===== src/rtl/axi_lite_arbiter_2to1.sv =====
// Two-master to one-slave AXI-Lite arbiter: one transaction in flight, round-robin across ports,
// write/read alternation within a port. Optional response timeout under `AXI_LITE_ARB_TIMEOUT_EN.
module axi_lite_arbiter_2to1 #(
  parameter int AXI_WIDTH_ADDR = 32,
  parameter int AXI_WIDTH_DATA = 32,
  parameter int TIMEOUT_CYCLES = 1024
) (
  input  logic                      aclk,
  input  logic                      aresetn,
  // port 0
  input  logic [AXI_WIDTH_ADDR-1:0] s0_axil_awaddr,
  input  logic                      s0_axil_awvalid,
  output logic                      s0_axil_awready,
  input  logic [AXI_WIDTH_DATA-1:0] s0_axil_wdata,
  input  logic                      s0_axil_wvalid,
  output logic                      s0_axil_wready,
  output logic [1:0]                s0_axil_bresp,
  output logic                      s0_axil_bvalid,
  input  logic                      s0_axil_bready,
  input  logic [AXI_WIDTH_ADDR-1:0] s0_axil_araddr,
  input  logic                      s0_axil_arvalid,
  output logic                      s0_axil_arready,
  output logic [AXI_WIDTH_DATA-1:0] s0_axil_rdata,
  output logic [1:0]                s0_axil_rresp,
  output logic                      s0_axil_rvalid,
  input  logic                      s0_axil_rready,
  // port 1
  input  logic [AXI_WIDTH_ADDR-1:0] s1_axil_awaddr,
  input  logic                      s1_axil_awvalid,
  output logic                      s1_axil_awready,
  input  logic [AXI_WIDTH_DATA-1:0] s1_axil_wdata,
  input  logic                      s1_axil_wvalid,
  output logic                      s1_axil_wready,
  output logic [1:0]                s1_axil_bresp,
  output logic                      s1_axil_bvalid,
  input  logic                      s1_axil_bready,
  input  logic [AXI_WIDTH_ADDR-1:0] s1_axil_araddr,
  input  logic                      s1_axil_arvalid,
  output logic                      s1_axil_arready,
  output logic [AXI_WIDTH_DATA-1:0] s1_axil_rdata,
  output logic [1:0]                s1_axil_rresp,
  output logic                      s1_axil_rvalid,
  input  logic                      s1_axil_rready,
  // shared slave
  output logic [AXI_WIDTH_ADDR-1:0] m_axil_awaddr,
  output logic                      m_axil_awvalid,
  input  logic                      m_axil_awready,
  output logic [AXI_WIDTH_DATA-1:0] m_axil_wdata,
  output logic                      m_axil_wvalid,
  input  logic                      m_axil_wready,
  input  logic [1:0]                m_axil_bresp,
  input  logic                      m_axil_bvalid,
  output logic                      m_axil_bready,
  output logic [AXI_WIDTH_ADDR-1:0] m_axil_araddr,
  output logic                      m_axil_arvalid,
  input  logic                      m_axil_arready,
  input  logic [AXI_WIDTH_DATA-1:0] m_axil_rdata,
  input  logic [1:0]                m_axil_rresp,
  input  logic                      m_axil_rvalid,
  output logic                      m_axil_rready,
  output logic                      timeout_err
);

  typedef enum logic [2:0] {IDLE, WR_ADDR, WR_RESP, RD_ADDR, RD_DATA} state_t;

  state_t     state;
  logic       gnt;
  logic       rr_ptr;
  logic [1:0] last_wr;
  logic       aw_done;
  logic       w_done;
  logic       to_flag;
  logic       absorb;

  logic [1:0]                     awvalid, wvalid, arvalid, bready, rready;
  logic [1:0][AXI_WIDTH_ADDR-1:0] awaddr, araddr;
  logic [1:0][AXI_WIDTH_DATA-1:0] wdata;

  assign awvalid = {s1_axil_awvalid, s0_axil_awvalid};
  assign wvalid  = {s1_axil_wvalid,  s0_axil_wvalid};
  assign arvalid = {s1_axil_arvalid, s0_axil_arvalid};
  assign bready  = {s1_axil_bready,  s0_axil_bready};
  assign rready  = {s1_axil_rready,  s0_axil_rready};
  assign awaddr  = {s1_axil_awaddr,  s0_axil_awaddr};
  assign araddr  = {s1_axil_araddr,  s0_axil_araddr};
  assign wdata   = {s1_axil_wdata,   s0_axil_wdata};

  logic st_wa, st_wb, st_ra, st_rd;
  assign st_wa = (state == WR_ADDR);
  assign st_wb = (state == WR_RESP);
  assign st_ra = (state == RD_ADDR);
  assign st_rd = (state == RD_DATA);

  // IDLE arbitration: round-robin only matters when both ports ask
  logic [1:0] req;
  logic       g_sel;
  logic       take_wr;
  assign req     = awvalid | arvalid;
  assign g_sel   = (req[0] & req[1]) ? rr_ptr : req[1];
  assign take_wr = awvalid[g_sel] & (~arvalid[g_sel] | ~last_wr[g_sel]);

  // Master side: AW/W masked once their own handshake has happened
  assign m_axil_awvalid = st_wa & ~aw_done & awvalid[gnt];
  assign m_axil_awaddr  = st_wa ? awaddr[gnt] : '0;
  assign m_axil_wvalid  = st_wa & ~w_done & wvalid[gnt];
  assign m_axil_wdata   = st_wa ? wdata[gnt] : '0;
  assign m_axil_arvalid = st_ra & arvalid[gnt];
  assign m_axil_araddr  = st_ra ? araddr[gnt] : '0;

  logic b_pass, r_pass;
  assign b_pass        = st_wb & ~to_flag;
  assign r_pass        = st_rd & ~to_flag;
  assign m_axil_bready = b_pass ? bready[gnt] : absorb;
  assign m_axil_rready = r_pass ? rready[gnt] : absorb;

  // Port side: response either forwarded or synthesised as SLVERR after a timeout
  logic       sb_valid, sr_valid;
  logic [1:0] sb_resp, sr_resp;
  logic [AXI_WIDTH_DATA-1:0] sr_data;
  assign sb_valid = st_wb & (to_flag | m_axil_bvalid);
  assign sb_resp  = to_flag ? 2'b10 : m_axil_bresp;
  assign sr_valid = st_rd & (to_flag | m_axil_rvalid);
  assign sr_resp  = to_flag ? 2'b10 : m_axil_rresp;
  assign sr_data  = to_flag ? '0 : m_axil_rdata;

  assign s0_axil_awready = st_wa & ~gnt & ~aw_done & m_axil_awready;
  assign s1_axil_awready = st_wa &  gnt & ~aw_done & m_axil_awready;
  assign s0_axil_wready  = st_wa & ~gnt & ~w_done & m_axil_wready;
  assign s1_axil_wready  = st_wa &  gnt & ~w_done & m_axil_wready;
  assign s0_axil_arready = st_ra & ~gnt & m_axil_arready;
  assign s1_axil_arready = st_ra &  gnt & m_axil_arready;

  assign s0_axil_bvalid = sb_valid & ~gnt;
  assign s1_axil_bvalid = sb_valid &  gnt;
  assign s0_axil_bresp  = (st_wb & ~gnt) ? sb_resp : 2'b00;
  assign s1_axil_bresp  = (st_wb &  gnt) ? sb_resp : 2'b00;

  assign s0_axil_rvalid = sr_valid & ~gnt;
  assign s1_axil_rvalid = sr_valid &  gnt;
  assign s0_axil_rresp  = (st_rd & ~gnt) ? sr_resp : 2'b00;
  assign s1_axil_rresp  = (st_rd &  gnt) ? sr_resp : 2'b00;
  assign s0_axil_rdata  = (st_rd & ~gnt) ? sr_data : '0;
  assign s1_axil_rdata  = (st_rd &  gnt) ? sr_data : '0;

  logic aw_hs, w_hs, ar_hs, b_hs, r_hs;
  assign aw_hs = m_axil_awvalid & m_axil_awready;
  assign w_hs  = m_axil_wvalid & m_axil_wready;
  assign ar_hs = m_axil_arvalid & m_axil_arready;
  assign b_hs  = sb_valid & bready[gnt];
  assign r_hs  = sr_valid & rready[gnt];

  always_ff @(posedge aclk) begin
    if (!aresetn) begin
      state   <= IDLE;
      gnt     <= 1'b0;
      rr_ptr  <= 1'b0;
      last_wr <= 2'b00;
      aw_done <= 1'b0;
      w_done  <= 1'b0;
    end else begin
      case (state)
        IDLE: begin
          if (|req) begin
            gnt   <= g_sel;
            state <= take_wr ? WR_ADDR : RD_ADDR;
          end
        end
        WR_ADDR: begin
          if (aw_hs) aw_done <= 1'b1;
          if (w_hs)  w_done  <= 1'b1;
          if ((aw_done | aw_hs) & (w_done | w_hs)) state <= WR_RESP;
        end
        WR_RESP: begin
          if (b_hs) begin
            state        <= IDLE;
            rr_ptr       <= ~gnt;
            last_wr[gnt] <= 1'b1;
            aw_done      <= 1'b0;
            w_done       <= 1'b0;
          end
        end
        RD_ADDR: begin
          if (ar_hs) state <= RD_DATA;
        end
        RD_DATA: begin
          if (r_hs) begin
            state        <= IDLE;
            rr_ptr       <= ~gnt;
            last_wr[gnt] <= 1'b0;
            aw_done      <= 1'b0;
            w_done       <= 1'b0;
          end
        end
        default: state <= IDLE;
      endcase
    end
  end

`ifdef AXI_LITE_ARB_TIMEOUT_EN
  localparam int CNT_W = $clog2(TIMEOUT_CYCLES + 1);

  logic [CNT_W-1:0] to_cnt;
  logic             to_err_q;
  logic             in_resp;
  logic             m_resp_seen;

  assign in_resp     = st_wb | st_rd;
  assign m_resp_seen = st_wb ? m_axil_bvalid : m_axil_rvalid;
  assign absorb      = 1'b1;
  assign timeout_err = to_err_q;

  // Counter freezes once the slave responds; flag holds the fake response until accepted
  always_ff @(posedge aclk) begin
    if (!aresetn) begin
      to_cnt   <= '0;
      to_flag  <= 1'b0;
      to_err_q <= 1'b0;
    end else begin
      to_err_q <= 1'b0;
      if (!in_resp) begin
        to_cnt  <= '0;
        to_flag <= 1'b0;
      end else if (!to_flag && !m_resp_seen) begin
        if (to_cnt == CNT_W'(TIMEOUT_CYCLES - 1)) begin
          to_flag  <= 1'b1;
          to_err_q <= 1'b1;
        end else begin
          to_cnt <= to_cnt + 1'b1;
        end
      end
    end
  end
`else
  assign to_flag     = 1'b0;
  assign absorb      = 1'b0;
  assign timeout_err = 1'b0;
`endif

endmodule


===== config.mk =====
export PLATFORM = sky130hd
export DESIGN_NAME = axi_lite_arbiter_2to1
export DESIGN_NICKNAME = d
export VERILOG_FILES = /design/src/rtl/axi_lite_arbiter_2to1.sv
export SDC_FILE = /design/constraint.sdc
export NUM_CORES = 1
export LEC_CHECK = 0
export CAP_MARGIN = 25
export CORE_AREA = 2 2 165 167
export DETAILED_ROUTE_END_ITERATION = 6
export DIE_AREA = 0 0 167 169
export HOLD_SLACK_MARGIN = 0.08
export PLACE_DENSITY = 0.46
export SYNTH_ARGS = -nofsm -noshare
export SYNTH_HDL_FRONTEND = slang
export SYNTH_SLANG_ARGS = --single-unit

===== constraint.sdc =====
create_clock -name aclk -period 4.4 [get_ports aclk]
set_clock_uncertainty 0.15 [all_clocks]
set_input_delay 1.1 -clock aclk [delete_from_list [all_inputs] [get_ports aclk]]
set_output_delay 1.1 -clock aclk [all_outputs]
set_load 0.03 [all_outputs]

==> flow_summary.yaml <==
worst_setup_path:
  critical_path_source_type: "primary input"
  r2r_slack_ps: 1940
  cpMaxStageDelayCell: "sky130_fd_sc_hd__clkdlybuf4s50_1"
  crit_path_end_kind: "output pin"
  crit_path_frequent_cell: "sky130_fd_sc_hd__clkdlybuf4s50_1"
  arrival_ps: 2800
  worst_path_largest_cell_delay_ps: 620
  critical_path_peak_fanout: 5
  r2r-end: "rr_ptr$_SDFFE_PN0P_"
  r2r_start: "gnt$_SDFFE_PN0P_"
  timing_worst_setup_path_type: "primary input to output pin"
  worst_r2r_path_depth: 6
  cp_cell_sequence: "clkdlybuf4s50_1, mux2i_1, nor2_1, clkdlybuf4s50_1"
  required_ps: 3150
logic_synthesis:
  ys_ff_latch: 9
  cell_taking_the_most_area_after_synthesis: "sky130_fd_sc_hd__mux2i_1"
  synth_top_flop_cell: "sky130_fd_sc_hd__dfxtp_1"
  post_synth_mux_area_share: 0.3949
  synthXorXnorAreaFrac: 0
  synthesis.instances: 385
  synth_fa_ha_area_frac: 0
  synthSimpleGateAreaFrac: 0.4007
  synth_nets: 630
  synth_area_um2: 2589
  synth.cells.most_frequent: "sky130_fd_sc_hd__nor2_1 (110), sky130_fd_sc_hd__mux2i_1 (101), sky130_fd_sc_hd__and2_1 (72), sky130_fd_sc_hd__clkbuf_1 (22)"
  synth_compound_gate_area_share: 0.07008
  synth_warnings: 0
  synth_seq_area_share: 0.06960
  synth_enable_flop_cells: 0
  synth_area_leaders: "sky130_fd_sc_hd__mux2i_1 (39%), sky130_fd_sc_hd__and2_1 (17%), sky130_fd_sc_hd__nor2_1 (16%), sky130_fd_sc_hd__dfxtp_1 (7.0%), sky130_fd_sc_hd__clkbuf_1 (3.2%)"
  netlist-cell-type-count: 36
  synth_top_family_by_area: "simple AND/OR/NAND/NOR gates"
  postSynthAreaPerCell_um2: 6.724
  synthMostInstantiatedCell: "sky130_fd_sc_hd__nor2_1"
  synth-async-reset-ratio: 0
  post-synth-top-area-fraction: 0.3905
clock_network:
  cts.clk_slew.worst_paths_ps: 40
  holdBufCountCts: 0
  cts-root-to-sink-buffers: 2
  post_cts_repair_timing_setup_buffer_count: 0
  clock_tree_from_tritoncts: "built"
  clockRootBuffer: "sky130_fd_sc_hd__clkbuf_16"
  cts_made_buffers: 3
  tritoncts_num_sinks: 9
  clkLatencyLatePin_ps: 230
  cts_repair_resize_count: 0
  h-tree-depth: 1
placed_design:
  post_dp_cell_area_um2: 7246
  gp_congestion: 0.7328
  dp_hpwl_um: 14130
  placement.io_buffers: 427
  pre_cts_slack_ps: 342.9
  post-place-cells: 1127
detailed_routing:
  vias: 4135
  antenna_violating_nets_post_route: 0
  detail_route.first_pass.iterations: 4
  vias_per_cell: 3.656
  first_iter_violations: 112
  final_routed_wirelength_across_all_metal_layers_um: 16820
  detail_route.wl_per_cell_um: 14.87
  route.detailed.drc: 0
power_and_ir_drop:
  power_per_cell_area_nw_per_um2: 329.6
  power_frac_comb: 0.881
  pwr-share-seq: 0.053
  power.clock.fraction: 0.066
  power.net_switching_w: 0.001266
  peakVddDrop_mv: 0.1534
  switch_share: 0.5245
  power_report.internal_total_w: 0.001148
  leakagePower_nw: 2.512
sta:
  fin_crit_ps: 4054
  layout_worst_path_cycle_share: 0.9214
  finalSetupTns_ps: 0
  rsz0062_at_grt: "no"
  maxClockFrequency_ghz: 0.2467
  worstMarginPinSlew_ps: 770.6
  final-setup-viol-count: 0
  setup_ws_ps: 345.7
  worst_slew_margin_rel: 0.4863
  slew_violations: 0
  hold_viol_final: 0
cells_and_area:
  multi_input_comb_area_um2: 2255
  finish.net_count: 1036
  ff_latch_area_um2: 183.9
  fill_cells: 2869
  area_delta_synth_final_pct: 182.9
  antenna_cells: 0
  final_cell_count_no_fill: 1131
  final_area_um2: 7325
  layout-drive-gt1-share: 0.02785
grt:
  wire_length_of_the_first_global_routing_pass_um: 24590
  globalRouteMet3Util: 0.02806
  groute.layer.met1.usage: 0.1280
  grt_antenna_before_repair: 0
  gr-usage-all-layers: 0.1100
  global_route.usage.met2: 0.2074
  grt-busiest-layer: "met2"
  overflow: 0
  first_global_vias: 4216
  grt_start_max_net_pins: 70
die:
  num_rows: 60
  die_area_um2: 28220
  start_util: 0.09769
  die_span_in_x_um: 167
  die_height_um: 169
  core_area_um2: 26500
  floorplan.io_pins: 429
status:
  outcome: "finished, final reports clean"
run:
  max_cap_violations: 0
worst_hold_path:
  hold_path_depth: 2
  hold_end: "rr_ptr$_SDFFE_PN0P_"
  worst_hold_startpoint: "rr_ptr$_SDFFE_PN0P_"
  worstHoldPathType: "flop to flop"
-- final cells by class --
type                    count  area share
repair buffers            434      0.5955
multi-input cells         338      0.3078
well taps                 341     0.05825
flip-flops and latches      9     0.02511
clock buffers               4     0.01076
inverters                   5    0.002562
-- layout by cell type (no fill, tap or decap), types with 4 or more instances in the layout --
cell,count
sky130_fd_sc_hd__clkdlybuf4s50_1,426
sky130_fd_sc_hd__nor2_1,110
sky130_fd_sc_hd__mux2i_1,101
sky130_fd_sc_hd__and2_1,72
sky130_fd_sc_hd__nand2_1,9
sky130_fd_sc_hd__dfxtp_1,8
sky130_fd_sc_hd__nor3_1,7
sky130_fd_sc_hd__inv_1,5
sky130_fd_sc_hd__buf_4,5
sky130_fd_sc_hd__nand2b_1,4
-- worst max-delay path, delay by kind of cell --
family        cells  cell delay (ps)
simple gates      1               80
buf+inv           2             1100
mux               1              520
-- stage by stage --
stage / hold slack (ps) / util / total power (W)
3_3_place_gp: 350.1 / 0.2734 / 0.002302
5_1_grt: 390.9 / 0.2764 / 0.002566
3_5_place_dp: 357.3 / 0.2734 / 0.002285
2_1_floorplan: 294.8 / - / 0.001333
4_1_cts: 365.4 / 0.2764 / 0.002456
6_report: 350.6 / 0.2764 / 0.002414
-- power groups by stage --
stage / Clock (W) / Combinational [W] / Sequential (W)
after detailed placement: 0 / 0.00215 / 0.000130
final: 0.000159 / 0.00213 / 0.000129
after global routing: 0.000167 / 0.00227 / 0.000133
after CTS: 0.000163 / 0.00216 / 0.000129
after global placement: 0 / 0.00217 / 0.000131
after floorplan: 0 / 0.00121 / 0.000125
-- logic make-up (layout without fill, tap and decap cells) --
| family | count (synthesis) | after routing |
|---|---|---|
| DFF | 9 | 9 |
| AOI/OAI and AO/OA | 21 | 21 |
| buffers and inverters | 38 | 443 |
| and+or+nand+nor | 214 | 214 |
| muxes | 102 | 102 |
| other | 1 | 1 |
-- layer usage --
| layer | vias to the layer above | routed length [µm] |
|---|---|---|
| met5 | - | 0 |
| met4 | 0 | 138 |
| met3 | 10 | 1230 |
| met2 | 217 | 8707 |
| met1 | 1809 | 6740 |
| li1 | 2099 | - |
-- worst max path at each step --
stage                     from        endpoint  slack (ps)  cells past startpoint
6_report       s1_axil_arvalid  m_axil_arvalid         350                      4
5_1_grt        s1_axil_arvalid  m_axil_arvalid         250                      4
4_1_cts        s1_axil_arvalid  m_axil_arvalid         340                      4
3_5_place_dp   s1_axil_arvalid  m_axil_arvalid         340                      4
3_3_place_gp   s1_axil_arvalid  m_axil_arvalid         370                      4
2_1_floorplan    m_axil_bvalid  s0_axil_bvalid        1050                      2
(Power assumes the default switching activity.)
